$ cat src/rtl/ram_loader_controller.sv
// Streams bytes into the RAM manual-programming port, holding the CPU halted while loading.
// Optional read-back checksum verify pass enabled by defining RAM_VERIFY_EN.
module ram_loader_controller #(
  parameter int ADDR_W = 4,
  parameter int DATA_W = 8,
  parameter logic [ADDR_W-1:0] START_ADDR = '0
) (
  input  logic                clk,
  input  logic                rst_n,
  input  logic                start,
  input  logic                abort,
  input  logic                s_valid,
  input  logic [DATA_W-1:0]   s_data,
  output logic                s_ready,
  input  logic [ADDR_W-1:0]   cpu_addr,
  output logic                cpu_halt,
  output logic                ram_manual_mode,
  output logic                ram_manual_read,
  output logic [ADDR_W-1:0]   ram_address,
  output logic [DATA_W-1:0]   ram_program_switches,
  input  logic [DATA_W-1:0]   ram_data,
  output logic                busy,
  output logic                done,
  output logic                error,
  output logic [ADDR_W:0]     words_loaded
);

  localparam logic [ADDR_W-1:0] LAST_ADDR = {ADDR_W{1'b1}};

  typedef enum logic [2:0] {
    S_IDLE,
    S_RECV,
    S_WRITE,
`ifdef RAM_VERIFY_EN
    S_VERIFY,
`endif
    S_DONE
  } state_t;

  state_t              r_state;
  state_t              w_next;
  logic [ADDR_W-1:0]   r_load_addr;
  logic [DATA_W-1:0]   r_prog;
  logic [ADDR_W:0]     r_words;
  logic                w_start_ok;
  logic                w_last;

  assign w_start_ok = start && !abort;
  assign w_last     = (r_load_addr == LAST_ADDR);

`ifdef RAM_VERIFY_EN
  logic [DATA_W-1:0]   r_wsum;
  logic [DATA_W-1:0]   r_rsum;
  logic [DATA_W-1:0]   w_rd_total;
  logic                r_phase;
  logic                r_error;
  logic                w_sum_ok;

  assign w_rd_total = r_rsum + ram_data;
  assign w_sum_ok   = (w_rd_total == r_wsum);
  assign error      = r_error;
`else
  logic w_unused_ram_data;
  assign w_unused_ram_data = ^ram_data;
  assign error             = 1'b0;
`endif

  always_ff @(posedge clk or negedge rst_n) begin
    if (!rst_n) begin
      r_state <= S_IDLE;
    end else begin
      r_state <= w_next;
    end
  end

  always_comb begin
    w_next          = r_state;
    s_ready         = 1'b0;
    cpu_halt        = 1'b1;
    ram_manual_mode = 1'b1;
    ram_manual_read = 1'b0;
    ram_address     = r_load_addr;
    busy            = 1'b1;
    done            = 1'b0;
    case (r_state)
      S_IDLE: begin
        cpu_halt        = 1'b0;
        ram_manual_mode = 1'b0;
        ram_address     = cpu_addr;
        busy            = 1'b0;
        if (w_start_ok) w_next = S_RECV;
      end
      S_RECV: begin
        s_ready = 1'b1;
        if (abort)        w_next = S_IDLE;
        else if (s_valid) w_next = S_WRITE;
      end
      S_WRITE: begin
        ram_manual_read = 1'b1;
        if (abort)       w_next = S_IDLE;
`ifdef RAM_VERIFY_EN
        else if (w_last) w_next = S_VERIFY;
`else
        else if (w_last) w_next = S_DONE;
`endif
        else             w_next = S_RECV;
      end
`ifdef RAM_VERIFY_EN
      S_VERIFY: begin
        if (abort)                   w_next = S_IDLE;
        else if (r_phase && w_last)  w_next = w_sum_ok ? S_DONE : S_IDLE;
      end
`endif
      S_DONE: begin
        done   = 1'b1;
        w_next = S_IDLE;
      end
      default: w_next = S_IDLE;
    endcase
  end

  // Datapath: load address, latched byte, counters and (optionally) checksums.
  always_ff @(posedge clk or negedge rst_n) begin
    if (!rst_n) begin
      r_load_addr <= START_ADDR;
      r_prog      <= '0;
      r_words     <= '0;
`ifdef RAM_VERIFY_EN
      r_wsum      <= '0;
      r_rsum      <= '0;
      r_phase     <= 1'b0;
      r_error     <= 1'b0;
`endif
    end else begin
      case (r_state)
        S_IDLE: begin
          if (w_start_ok) begin
            r_load_addr <= START_ADDR;
            r_words     <= '0;
`ifdef RAM_VERIFY_EN
            r_wsum      <= '0;
            r_error     <= 1'b0;
`endif
          end
        end
        S_RECV: begin
          if (s_valid && !abort) r_prog <= s_data;
        end
        S_WRITE: begin
          r_words <= r_words + (ADDR_W+1)'(1);
`ifdef RAM_VERIFY_EN
          r_wsum  <= r_wsum + r_prog;
          if (w_last) begin
            r_load_addr <= START_ADDR;
            r_rsum      <= '0;
            r_phase     <= 1'b0;
          end else begin
            r_load_addr <= r_load_addr + ADDR_W'(1);
          end
`else
          if (!w_last) r_load_addr <= r_load_addr + ADDR_W'(1);
`endif
        end
`ifdef RAM_VERIFY_EN
        // Each address is held two cycles so read data has settled before sampling.
        S_VERIFY: begin
          if (!abort) begin
            r_phase <= ~r_phase;
            if (r_phase) begin
              r_rsum <= w_rd_total;
              if (w_last) begin
                if (!w_sum_ok) r_error <= 1'b1;
              end else begin
                r_load_addr <= r_load_addr + ADDR_W'(1);
              end
            end
          end
        end
`endif
        default: ;
      endcase
    end
  end

  assign ram_program_switches = r_prog;
  assign words_loaded         = r_words;

endmodule
$ cat config.mk
export PLATFORM = sky130hd
export DESIGN_NAME = ram_loader_controller
export DESIGN_NICKNAME = d
export VERILOG_FILES = /design/src/rtl/ram_loader_controller.sv
export SDC_FILE = /design/constraint.sdc
export NUM_CORES = 1
export LEC_CHECK = 0
export ABC_AREA = 1
export CAP_MARGIN = 10
export CORE_MARGIN = 5
export CORE_UTILIZATION = 30
export DETAILED_ROUTE_END_ITERATION = 10
export HOLD_SLACK_MARGIN = 0.15
export RECOVER_POWER = 100
export SYNTH_ARGS = -nofsm -noshare
export SYNTH_HDL_FRONTEND = slang
export SYNTH_SLANG_ARGS = --single-unit
$ cat constraint.sdc
create_clock -name clk -period 1.4 [get_ports clk]
set_input_delay 0.42 -clock clk [delete_from_list [all_inputs] [get_ports clk]]
set_output_delay 0.42 -clock clk [all_outputs]
set_load 0.01 [all_outputs]
; ---- After elaboration in Yosys (flattened, before gate mapping)
; Index checks and enable logic that the tools add are counted.
[totals]
elab_cells = 38
out_inout_bits = 24
inputBits = 25
reg_bits = 20
[classes]
add_sub_neg = 2
muxes = 16
eq_ne = 7
n_reduce_logical = 9
[ops]
columns = cell, n
row1 = 4-bit two-way mux, 3
row2 = 5-bit case mux with 2 select lines, 1
row3 = 3-bit two-way mux, 3
row4 = 3-bit case mux with 3 select lines, 1
row5 = 4-bit case mux with 2 select lines, 1
row6 = 3-bit by 2-bit == test with 1-bit output (second input constant), 2
row7 = 2-bit AND reduction, 3
row8 = 5-bit by 1-bit adder with 5-bit output (second input constant), 1
row9 = 5-bit two-way mux, 1
row10 = 4-bit by 1-bit adder with 4-bit output (second input constant), 1
row11 = 4-bit == test (second input constant), 1
row12 = 1-bit two-way mux, 4
row13 = 2-bit two-way mux, 2
row14 = 2-bit inequality test (second input constant), 2
row15 = 3-bit by 1-bit == test with 1-bit output (second input constant), 1
row16 = 3-bit logical NOT, 1
row17 = 3-bit inequality test (second input constant), 1
row18 = 3-bit AND reduction, 1
row19 = 1-bit logical AND, 2
row20 = 2-bit nonzero test, 1
row21 = 1-bit logical NOT, 1

; ---- Logic depth before layout (Yosys ltp)
; Gate-level depths: netlist of the first run.
[logic_depth]
word_depth = 4
ltp_mapped = 8
ltp_nobuf = 8

; ---- Least setup slack after synthesis of the first run
; No wires, ideal clock.
[synth_path]
path_kind = register to output
from = register r_state[1]
to = output cpu_halt
path_buffers = 1
arrival_ns = 0.926
setup_slack_ns = 0.054
path_stages_with_launch = 4
required_time_ns = 0.980
path_cell_list = dfrtp_1 > nor2_4 > inv_1 > buf_4
[synth_between]
elab_chain_len = 2
[synth_lines]
columns = element, line
row1 = start: declaration, 40  ; state_t r_state;
row2 = start signal: assignment, 72  ; r_state <= w_next;
row3 = 3-bit logical NOT, --
row4 = 1-bit two-way mux, --
row5 = end: declaration, 16  ; output logic cpu_halt,
; No other way between the ends.

; ---- Worst setup path after layout of the first run
[layout_path]
from = register r_state[0]
to = output ram_address[2]
[layout_between]
elab_chain_len = 2
[layout_lines]
columns = element, line
row1 = 3-bit logical NOT, 85  ; case (r_state)
row2 = 4-bit two-way mux, 85
row3 = end: declaration, 19  ; output logic [ADDR_W-1:0] ram_address,
; No other way between the ends.

==> flow_summary.json, run 1 <==
{
  "synth-seq-cells": 19,
  "clk_pin_slew_ns": 0.11,
  "hold_viol": 0,
  "core-area_mm2": 0.003363,
  "cts_tree": "yes",
  "synth-seq-area-share_pct": 45.35,
  "dpl.hpwl_um": 1940,
  "critPathArrivalTime_ns": 1.27,
  "hold_end": "ram_program_switches[7]",
  "drive_above_1_share_pct": 41.18,
  "grt_overflow": 0,
  "violations": "negative setup slack",
  "reg2reg_from": "r_state[1]",
  "drtIter0Drc": 27,
  "cap_violations": 0,
  "place_congestion": 0.7499,
  "status": "finished, violations left",
  "routed-via-count": 1091,
  "min_path_cells": 2,
  "ios": 49,
  "syn_nets": 154,
  "multiInputGateArea_um2": 515.5,
  "reg2regPathDepth": 10,
  "wirelength_um": 2707,
  "grt_use_total_pct": 11.29,
  "firstDrtPassIters": 3,
  "hold_slack_ns": 0.4983,
  "avgSynthCellArea_um2": 8.256,
  "power.density_mw_per_mm2": 958.1,
  "setup_slack_ns": -0.2929,
  "cts.sinks": 19,
  "nets": 232,
  "cp-end-kind": "output port",
  "critPathMaxFanout": 4,
  "vdd.ir_drop.worst_uv": 632.7,
  "syn_inst": 127,
  "finalSetupViolCount": 12,
  "setup_tns_ns": -2.065,
  "die_w_um": 69.12,
  "antenna_found_initial": 0,
  "port-buffer-count": 39,
  "hold_class": "reg -> reg",
  "first_global_vias": 1092,
  "fmax_mhz": 590.7,
  "numCtsBuffers": 3,
  "wl_per_cell_um": 10.83,
  "viasPerCell": 4.364,
  "rows": 21,
  "finalCritPeriodShare_pct": 120.9,
  "postCtsHoldBufs": 0,
  "yosys_warnings": 0,
  "grt_max_degree": 20,
  "synth_area_mm2": 0.001049,
  "die_h_um": 69.12,
  "syn_to_final_growth_pct": 67.06,
  "min-delay-start": "ram_program_switches[7]",
  "slew_viol_final": 0,
  "leakage_uw": 0.0009074,
  "n_fill_cell": 345,
  "clk_path_buf_depth": 2,
  "initial_core_util_pct": 31.18,
  "fin_skew_ns": 0.007878,
  "r2r_slack_ns": -0.01,
  "path_class": "reg -> out",
  "final_cell_mix": "nand2_1, buf_4, dfrtp_1",
  "grt_pass1_wl_um": 4567,
  "antenna_cells": 0,
  "postRouteAntennaNets": 0,
  "cts_root_buf": "clkbuf_4",
  "fin_crit_ns": 1.693,
  "h-tree-depth": 1,
  "seq_area_um2": 478.0,
  "r2r-end": "r_load_addr[0]",
  "final_common_cell": "nand2_1",
  "ys_types": 20,
  "clkLatencyLatePin_ns": 0.31,
  "crit_required_ns": 0.98,
  "dieArea_mm2": 0.004778,
  "startpoint_type": "flip-flop",
  "rsz0062_at_grt": "yes",
  "drc_errors": 0
}
[power by group]
part / switching, µW / internal (µW) / leakage, µW
logic: 331 / 359 / 0.000640
registers: 57.2 / 639 / 0.000250
clock network: 186 / 107 / 0.0000177
total: 574 / 1100 / 0.000907
[worst max path at each step]
stage / cells after the start / slack [ns] / endpoint / startpoint
2_1_floorplan: 3 / 0.05 / cpu_halt / r_state[1]
4_1_cts: 5 / -0.31 / ram_address[2] / r_state[0]
6_report: 5 / -0.29 / ram_address[2] / r_state[0]
3_5_place_dp: 4 / -0.57 / ram_address[1] / cpu_addr[1]
5_1_grt: 5 / -0.40 / ram_address[1] / r_state[0]
3_3_place_gp: 4 / -0.56 / ram_address[2] / cpu_addr[2]
[registers in the layout (all words and copies together), names as in the netlist]
signal	count
r_load_addr	4
words_loaded	5
r_state	2
ram_program_switches	8
[cell type report]
cell class / instances / share of cell area, %
multi-input cells: 86 / 29.43
repair buffers: 75 / 34.00
clock buffers: 3 / 1.286
inverters: 20 / 4.429
clock inverters: 1 / 0.2857
well taps: 46 / 3.286
flip-flops and latches: 19 / 27.29
[metrics by stage]
| step | power, µW | cells | setup slack, ns | util (%) | instance area (µm²) |
|---|---|---|---|---|---|
| floorplan | 985.6 | 127 | 0.05406 | - | 1049 |
| global placement | 1357 | 231 | -0.5606 | 48.62 | 1635 |
| detailed placement | 1366 | 231 | -0.5745 | 48.62 | 1635 |
| CTS | 1710 | 247 | -0.3084 | 52.16 | 1754 |
| global route | 1791 | 250 | -0.3959 | 52.08 | 1752 |
| finish | 1678 | 250 | -0.2929 | 52.08 | 1752 |
[Yosys cell counts]
cell type  number  area share, %
nand3_1        10            4.8
nand2_1        34             12
conb_1          1           0.36
nand2_2         5            3.0
buf_6           1            1.1
nand4_1         3            1.8
inv_2           4            1.4
nand3_4         1            1.7
ha_1            2            2.4
dfrtp_1        19             45
nor2_1          5            1.8
nor2_4          3            3.2
or2_2           2            1.2
buf_4           3            2.1
o221ai_1        1           0.84
o21ai_2         8            6.7
nor2_2          1           0.60
inv_1          16            5.7
o21ai_1         4            1.9
o21ai_0         4            1.9
[worst max-delay path, stage by stage, from the launching register on]
cell	delay, ns
dfrtp_2	0.45
nor2_4	0.17
buf_6	0.12
nand2_1	0.04
o21ai_1	0.05
buf_2	0.13
[kinds of logic (layout without fill, tap and decap cells)]
group | count (synthesis) | count (layout) | synth area share, %
buffers and inverters | 24 | 99 | 10.38
AND/OR/NAND/NOR | 64 | 66 | 30.19
other | 1 | 1 | 0.3577
AO/OA/AOI/OAI | 17 | 17 | 11.34
adder cells (fa/ha/maj) | 2 | 2 | 2.386
flip-flops | 19 | 19 | 45.35
[what timing repair did]
item,CTS,global route
endpoints found under the setup margin,23,30
gates resized for setup,82,28
gates cloned,1,1
setup buffers,11,2
pin swaps,2,3
[per-layer routing]
metal	track usage, %	vias up	wire length (µm)
met5	0	-	0
met4	3.905	0	22
met3	3.052	2	146
met2	20.23	26	1433
met1	12.77	508	1104
li1	-	555	-
Power figures use the tool's default switching activity.
==> run 2, diff against run 1 <==
- ABC_AREA: 1 -> not set
==> flow_summary.json, run 2 <==
{
  "crit_required_ns": 0.98,
  "synthSimpleGateAreaFrac_pct": 13.57,
  "rows": 20,
  "core-area_mm2": 0.003053,
  "dpl.hpwl_um": 1935,
  "antenna_cells": 0,
  "ys_types": 25,
  "power.density_mw_per_mm2": 929.3,
  "reg2reg_from": "r_state[1]",
  "clk_pin_slew_ns": 0.11,
  "initial_core_util_pct": 31.11,
  "fin_util_pct": 59.06,
  "status": "finished, violations left",
  "rsz0062_at_grt": "yes",
  "synthAdderAreaFrac_pct": 2.635,
  "fin_skew_ns": 0.002558,
  "drc_errors": 0,
  "numCtsBuffers": 3,
  "clkLatencyLatePin_ns": 0.29,
  "wirelength_um": 2705,
  "r2r_slack_ns": -0.18,
  "routed-via-count": 949,
  "path_class": "reg -> out",
  "drive_above_1_share_pct": 51.85,
  "leakage_uw": 0.0008528,
  "avgSynthCellArea_um2": 11.17,
  "synth-seq-area-share_pct": 50.07,
  "report.power.total_uw": 1676,
  "final_cell_mix": "buf_4, buf_6, dfrtp_1",
  "finalSetupViolCount": 24,
  "startpoint_type": "flip-flop",
  "postCtsHoldBufs": 0,
  "first_global_vias": 1030,
  "n_fill_cell": 267,
  "yosys-top-cells-area": "dfrtp_1, mux2_2, a21oi_1, o21ai_0, ha_1",
  "cts_root_buf": "clkbuf_4",
  "grt_pass1_wl_um": 4540,
  "synth_xor_area_share_pct": 1.845,
  "drtIter0Drc": 15,
  "final_common_cell": "buf_4",
  "synth_edf_count": 0,
  "syn_nets": 112,
  "synth-seq-cells": 19,
  "hold_class": "reg -> reg",
  "critPathArrivalTime_ns": 1.42,
  "finalCritPeriodShare_pct": 131.5,
  "ios": 49,
  "firstDrtPassIters": 4,
  "yosysMostFrequentCell": "dfrtp_1",
  "postLayoutCellArea_mm2": 0.001803,
  "syn_inst": 85,
  "hold_end": "ram_program_switches[4]",
  "fmax_mhz": 543.2,
  "reg2regPathDepth": 10,
  "slew_viol_final": 0,
  "postPlaceCellArea_mm2": 0.001536,
  "hold_viol": 0,
  "min-delay-start": "ram_program_switches[4]",
  "cts.sinks": 19,
  "seq_area_um2": 478.0,
  "grt_use_total_pct": 12.98,
  "grt_overflow": 0,
  "synth_top_family_by_area": "multiplexers",
  "critPathMaxFanout": 2,
  "synth_top_flop_cell": "dfrtp_1",
  "synth_top_area_share_pct": 50.07,
  "cp-end-kind": "output port",
  "nets": 190,
  "grt_max_degree": 20,
  "vdd.ir_drop.worst_uv": 465.3,
  "port-buffer-count": 39,
  "syn_to_final_growth_pct": 89.86,
  "antenna_found_initial": 0,
  "viasPerCell": 4.607,
  "synth_commonest_cells": "dfrtp_1, mux2_2, a21oi_1, nor2_1, o21ai_0",
  "r2r-end": "words_loaded[3]",
  "fin_crit_ns": 1.841,
  "muxShareOfSynthArea_pct": 14.23,
  "postRouteAntennaNets": 0,
  "place_congestion": 0.7098,
  "dieArea_mm2": 0.004391,
  "synth-compound-area-share_pct": 12.52,
  "multiInputGateArea_um2": 544.3,
  "die_w_um": 66.27,
  "h-tree-depth": 1,
  "largest_reg_flops": 8,
  "pre_cts_ws_ns": -0.5891,
  "wl_per_cell_um": 13.13,
  "yosys_warnings": 0,
  "yosysTopAreaCell": "dfrtp_1",
  "setup_slack_ns": -0.4408,
  "async_flop_share_pct": 100.0,
  "clk_path_buf_depth": 2,
  "cts_tree": "yes",
  "synth_area_um2": 949.7,
  "cap_violations": 0,
  "min_path_cells": 1,
  "violations": "negative setup slack",
  "die_h_um": 66.27
}
==> run 2: cell count changes after synthesis, sizes merged, moves of 2 or more <==
cell	change
a21oi	+6
inv	-17
mux2	+12
nand2	-34
nand2b	+2
nand3	-7
nand4	-2
nor2	-2
nor2b	+3
o211ai	+2
o21ai	-10
o41ai	+2
or2	-2
==> run 2: what timing repair did <==
| item | CTS | global route |
|---|---|---|
| hold endpoints to repair | 0 | 0 |
| gates resized for setup | 112 | 21 |
| setup buffers | 14 | 6 |
| pin swaps | 6 | 7 |
| endpoints found under the setup margin | 37 | 34 |
==> run 2: cells by family after synthesis <==
family,after synthesis
AND/OR/NAND/NOR,23
AO/OA/AOI/OAI,19
flip-flops,19
multiplexers,12
buffers and inverters,7
adder cells (fa/ha/maj),2
XOR/XNOR,2
other,1
==> run 2: cell type report <==
class                           count  area share [%]
Tap cell                           44           3.053
Multi-Input combinational cell     59           30.19
Sequential cell                    19           26.51
Timing Repair Buffer               77           37.89
Clock buffer                        4           1.457
Inverter                            3          0.9022
==> run 2: how the worst max path moves through the flow <==
stage	start	to	slack [ns]	depth (start not counted)
finish	r_state[1]	ram_address[1]	-0.44	4
global route	r_state[1]	ram_address[1]	-0.49	4
CTS	r_state[1]	ram_address[1]	-0.46	4
detailed placement	cpu_addr[0]	ram_address[0]	-0.59	3
global placement	cpu_addr[0]	ram_address[0]	-0.59	3
floorplan	r_state[0]	ram_address[0]	0.01	2
==> run 2: where the power goes <==
part           switching, µW  leakage [µW]  total, µW  internal (µW)
registers               53.1      0.000243        700            647
clock network            163     0.0000150        273            110
logic                    283      0.000595        703            419
total                    499      0.000853       1680           1180
==> run 2: worst max-delay path, stage by stage, from the launching register on <==
cell and delay [ns]:
dfrtp_2 0.44, nor2_4 0.13, buf_4 0.12, mux2_2 0.33, buf_6 0.12
==> run 2: routing by layer <==
metal  track usage [%]  up-vias  wire length [µm]
met1             14.20      456              1005
met3             4.252        2               247
met4             1.269        0                 8
li1                  -      455                 -
met5                 0        -                 0
met2             24.78       36              1443
==> run 2: per-stage QoR <==
stage / hold slack, ns / instances / setup TNS (ns)
final: 0.5245 / 206 / -5.013
after global routing: 0.5539 / 206 / -6.725
after CTS: 0.4439 / 204 / -5.799
after detailed placement: 0.5030 / 186 / -9.960
after global placement: 0.4888 / 186 / -9.680
after floorplan: 0.1244 / 85 / 0
==> run 3, diff against run 2 <==
- GPL_ROUTABILITY_DRIVEN: not set -> 0
==> results of run 3 <==
Final layout, timing and power as in run 2 (identical DEF).
